$ cat config.mk
export PLATFORM = sky130hd
export DESIGN_NAME = hazard_tnew_tracker
export DESIGN_NICKNAME = d
export VERILOG_FILES = /design/src/rtl/hazard_tnew_tracker.sv
export SDC_FILE = /design/constraint.sdc
export NUM_CORES = 1
export LEC_CHECK = 0
export CAP_MARGIN = 15
export CORE_ASPECT_RATIO = 0.8
export CORE_UTILIZATION = 43
export DETAILED_ROUTE_END_ITERATION = 6
export GPL_ROUTABILITY_DRIVEN = 0
export PLACE_DENSITY = 0.77
export SLEW_MARGIN = 0
export SYNTH_ARGS = -nofsm -noshare
export SYNTH_HDL_FRONTEND = slang
export SYNTH_SLANG_ARGS = --single-unit
$ cat constraint.sdc
create_clock -name clk -period 2.3 [get_ports clk]
set_input_delay 0.575 -clock clk [delete_from_list [all_inputs] [get_ports clk]]
set_output_delay 0.575 -clock clk [all_outputs]
set_load 0.01 [all_outputs]
$ cat src/rtl/hazard_tnew_tracker.sv
// ---------------------------------------------------------------------------
// hazard_tnew_tracker
//
// Producer side of the forwarding-control interface. Each instruction's
// destination register (A3) and remaining result latency (Tnew) travel down
// EX/MEM/WB. Instructions in ID compare their read addresses and use
// deadlines (Tuse) against the EX and MEM producers. A stall is raised when
// forwarding cannot deliver the value in time.
//
// Ports
//   clk, rst_n           clock, asynchronous active-low reset
//   hold                 external freeze; all tracker state holds, stall = 0
//   flush_ex             kill the instruction entering EX (bubble)
//   A1_ID, A2_ID         rs/rt read addresses of the instruction in ID
//   Tuse_rs, Tuse_rt     cycles from ID until operand is needed (all-ones = not read)
//   A3_ID, Tnew_ID       destination and result latency of the instruction in ID
//   A3_EX/MEM/WB         destination tracked per stage
//   Tnew_EX/MEM/WB       remaining latency tracked per stage
//   stall                freeze PC and IF_ID, bubble into ID_EX
//   stall_cnt            saturating count of stalled cycles
// ---------------------------------------------------------------------------
module hazard_tnew_tracker #(
  parameter int TW    = 2,
  parameter int CNT_W = 32
) (
  input  logic             clk,
  input  logic             rst_n,
  input  logic             hold,
  input  logic             flush_ex,
  input  logic [4:0]       A1_ID,
  input  logic [4:0]       A2_ID,
  input  logic [TW-1:0]    Tuse_rs,
  input  logic [TW-1:0]    Tuse_rt,
  input  logic [4:0]       A3_ID,
  input  logic [TW-1:0]    Tnew_ID,
  output logic [4:0]       A3_EX,
  output logic [4:0]       A3_MEM,
  output logic [4:0]       A3_WB,
  output logic [TW-1:0]    Tnew_EX,
  output logic [TW-1:0]    Tnew_MEM,
  output logic [TW-1:0]    Tnew_WB,
  output logic             stall,
  output logic [CNT_W-1:0] stall_cnt
);

  // A Tuse of all-ones means the operand is not read at all.
  localparam logic [TW-1:0] TUSE_NONE = '1;

  // Latency counts down by one per stage but never wraps below zero.
  function automatic logic [TW-1:0] sat_dec(input logic [TW-1:0] x);
    return (x == '0) ? '0 : x - TW'(1);
  endfunction

  // Youngest producer wins: an EX match shadows any MEM match for the same
  // register, since EX holds the most recent write to it.
  function automatic logic operand_hazard(
    input logic [4:0]    addr,
    input logic [TW-1:0] tuse,
    input logic [4:0]    a3_ex,
    input logic [TW-1:0] tnew_ex,
    input logic [4:0]    a3_mem,
    input logic [TW-1:0] tnew_mem
  );
    logic hit;
    hit = 1'b0;
    if (addr != 5'd0 && tuse != TUSE_NONE) begin
      if (addr == a3_ex)       hit = (tnew_ex > tuse);
      else if (addr == a3_mem) hit = (tnew_mem > tuse);
    end
    return hit;
  endfunction

  logic rs_hazard;
  logic rt_hazard;

  // NOTE: every always_comb output gets a default before any condition so no
  // path leaves it unassigned, which would otherwise infer a latch.
  always_comb begin
    rs_hazard = 1'b0;
    rt_hazard = 1'b0;
    rs_hazard = operand_hazard(A1_ID, Tuse_rs, A3_EX, Tnew_EX, A3_MEM, Tnew_MEM);
    rt_hazard = operand_hazard(A2_ID, Tuse_rt, A3_EX, Tnew_EX, A3_MEM, Tnew_MEM);
  end

  // WB is never consulted: its value is always available through the
  // register file or the final forwarding path.
  assign stall = (rs_hazard || rt_hazard) && !hold;

  // NOTE: sequential state uses non-blocking assignments so every stage
  // samples the pre-edge value of the stage before it.
  always_ff @(posedge clk or negedge rst_n) begin
    if (!rst_n) begin
      A3_EX     <= '0;
      A3_MEM    <= '0;
      A3_WB     <= '0;
      Tnew_EX   <= '0;
      Tnew_MEM  <= '0;
      Tnew_WB   <= '0;
      stall_cnt <= '0;
    end else if (!hold) begin
      // Stall and flush both inject a bubble; asserting both still yields one.
      if (stall || flush_ex) begin
        A3_EX   <= '0;
        Tnew_EX <= '0;
      end else begin
        A3_EX   <= A3_ID;
        Tnew_EX <= Tnew_ID;
      end
      A3_MEM   <= A3_EX;
      Tnew_MEM <= sat_dec(Tnew_EX);
      A3_WB    <= A3_MEM;
      Tnew_WB  <= sat_dec(Tnew_MEM);
      if (stall && stall_cnt != '1)
        stall_cnt <= stall_cnt + CNT_W'(1);
    end
  end

endmodule
==> results.json <==
{
  "final_cell_mix": "clkdlybuf4s50_1 (62), dfrtp_1 (52), buf_4 (36)",
  "die_area_um2": 6692,
  "crit_path_max_incr_delay_ns": 0.48,
  "h-tree-depth": 2,
  "met3_usage": 0.04037,
  "hold_viol": 0,
  "arrival_ns": 2.05,
  "setup_slack_ns": -0.3269,
  "p_seq_frac": 0.459,
  "sw_frac_of_total": 0.2533,
  "setup-violations-final": 33,
  "ys_types": 31,
  "ant_nets": 0,
  "ys_warn_count": 0,
  "synth-seq-area-share": 0.4845,
  "grt_first_pass_wirelength_mm": 12.07,
  "cts_root_buf": "clkbuf_8",
  "wl_per_cell_um": 16.28,
  "grt.total_usage": 0.2327,
  "clock_latency_ns": 0.30,
  "hold_class": "input pin to asynchronous set/reset pin",
  "drive_gt1_frac": 0.3168,
  "die-width_um": 91.21,
  "clock_sinks": 53,
  "start_util": 0.4535,
  "leakagePower_nw": 2.052,
  "p_total_w": 0.002284,
  "grt_max_degree": 54,
  "routed_wl_mm": 7.538,
  "slew_violations": 0,
  "worst_hold_slack_ns": 0.2457,
  "critical_path_required_ns": 1.73,
  "syn_to_final_growth_pct": 63.85,
  "pwr-share-clk": 0.323,
  "violations": "negative setup slack",
  "io_pins": 79,
  "path_max_fanout": 4,
  "p_sw_w": 0.0005786,
  "grt_antenna_before_repair": 0,
  "top_usage_layer": "met2",
  "slowest_stage": "dfrtp_2",
  "endpoint_kind": "output pin",
  "worst-setup-path-type": "register to output pin",
  "combinationalPowerShare": 0.218,
  "max-cap-violations": 0,
  "portBuffers": 78,
  "fin_worst_skew_ns": 0.01037,
  "setup_tns_ns": -6.267,
  "clk_path_buf_depth": 2,
  "cts_tree": "built",
  "fin_crit_ns": 2.627,
  "gr-usage-met1": 0.3309,
  "synth-seq-cells": 53,
  "syn-num-nets": 295,
  "num_antenna_cells": 0,
  "cts_buffers": 5,
  "core_area_um2": 6037,
  "dp_slack_ns": -1.193,
  "dp_hpwl_mm": 5.129,
  "worst_pin_slew_ns": 0.3143,
  "drtIter0Drc": 118,
  "drtPass1Iterations": 4,
  "vias": 2389,
  "drc": 0,
  "cp_top_family": "simple AND/OR/NAND/NOR gates",
  "fillers": 419,
  "cellPowerDensity_nw_per_um2": 509.3,
  "fp.dieH_um": 73.37,
  "fin_crit_sh": 1.142,
  "crit_chain": "ha_4 > nand2_2 > nand4_1 > nor4_2 > mux2i_1 > o22a_1 > nor2_1 > buf_2",
  "internal-power_w": 0.001706,
  "clk_pin_slew_ns": 0.10,
  "slew_headroom": 0.7905,
  "overflow": 0,
  "cp-start-kind": "register",
  "grt_use_met2": 0.3662,
  "timing.critical_path.buf_inv": 1,
  "outcome": "finished, violations left",
  "viasPerCell": 5.160,
  "rows": 25,
  "syn_area_um2": 2738,
  "cts_hold_buf": 0,
  "grt_pass1_vias": 2460,
  "final_common_cell": "clkdlybuf4s50_1",
  "rsz0062_at_grt": "yes",
  "ir_drop_mv": 0.3745,
  "fin_util": 0.7430,
  "synth_cells": 261,
  "fmax_ghz": 0.3807,
  "design.final.nets": 415,
  "syn_area_per_cell_um2": 10.49
}
final cells by class:
cell class,instances,area [um2],share of cell area
Multi-Input combinational cell,189,1704,0.3799
Clock buffer,5,68.82,0.01534
Inverter,9,46.29,0.01032
Tap cell,81,101.3,0.02259
Sequential cell,53,1328,0.2960
Timing Repair Buffer,123,1172,0.2614
Clock inverter,3,65.06,0.01450
what timing repair did:
action                     in CTS  in global routing
pin swaps                      33                 22
cloned                          3                  0
gates resized for setup        70                 24
setup buffers                   6                  3
setup endpoints to repair      40                 38
layer usage:
layer / routed length (um) / part of all wire / vias up
met5: 0 / 0 / -
met4: 103 / 0.014 / 0
met3: 275 / 0.036 / 10
met2: 3535 / 0.47 / 53
met1: 3623 / 0.48 / 1178
li1: - / - / 1148
logic make-up after synthesis:
logic type / after synthesis / share of synthesized area
and+or+nand+nor: 95 / 0.1869
muxes: 13 / 0.05256
AOI/OAI and AO/OA: 21 / 0.04342
buffers and inverters: 19 / 0.02834
adders and majority gates: 9 / 0.04113
xor gates and xnor gates: 51 / 0.1632
DFF: 53 / 0.4845
through the flow:
step / cells / area, um2
floorplan: 261 / 2783
global placement: 446 / 3905
detailed placement: 446 / 3905
CTS: 462 / 4363
global route: 463 / 4486
finish: 463 / 4486
power groups by stage:
| stage | combinational (W) | clock (W) | sequential (W) |
|---|---|---|---|
| after detailed placement | 0.000456 | 0 | 0.00106 |
| after floorplan | 0.000154 | 0 | 0.00109 |
| after CTS | 0.000489 | 0.000754 | 0.00105 |
| final | 0.000498 | 0.000738 | 0.00105 |
| after global routing | 0.000543 | 0.000790 | 0.00106 |
| after global placement | 0.000446 | 0 | 0.00106 |
path summary, 6_finish.rpt:
path,from,to,slack (ns),cells after the start
min in group clk,stall_cnt[28]$_DFFE_PN0P_,stall_cnt[28]$_DFFE_PN0P_,0.49,1
worst max-delay path,Tnew_MEM[1]$_DFFE_PN0N_,stall,-0.33,8
worst min register to register,stall_cnt[28]$_DFFE_PN0P_,stall_cnt[28]$_DFFE_PN0P_,0.49,1
worst min-delay path,rst_n,stall_cnt[15]$_DFFE_PN0P_,0.25,2
max in group asynchronous,rst_n,Tnew_MEM[1]$_DFFE_PN0N_,1.80,2
worst max register to register,Tnew_MEM[1]$_DFFE_PN0N_,stall_cnt[1]$_DFFE_PN0P_,-0.24,11
state kept, by name, summed over array words and instances, names as in the netlist:
name,flops
Tnew_EX,2
Tnew_WB,2
Tnew_MEM,2
A3_MEM,5
A3_EX,5
A3_WB,5
stall_cnt,32
cell usage after synthesis:
master,instances,share of area
dfrtp_1,53,0.48
xnor2_1,40,0.13
nand2_1,30,0.041
nand4_1,17,0.039
nand3_1,15,0.027
mux2_2,11,0.045
o21ai_0,11,0.020
xor2_1,11,0.035
ha_1,9,0.041
inv_1,9,0.012
and3_1,8,0.018
clkbuf_1,7,0.0096
nor2_1,7,0.0096
a21oi_1,6,0.011
and2_1,3,0.0069
nor3_1,3,0.0055
a22o_1,2,0.0064
and4_2,2,0.0073
buf_2,2,0.0037
mux2i_1,2,0.0073
nor4_1,2,0.0046
or4_1,2,0.0055
a211oi_1,1,0.0027
and3_2,1,0.0027
and3_4,1,0.0041
and4_4,1,0.0041
buf_4,1,0.0027
nor2b_1,1,0.0023
nor3_2,1,0.0037
o22a_1,1,0.0032
or4b_4,1,0.0050
(Power assumes the default switching activity.)
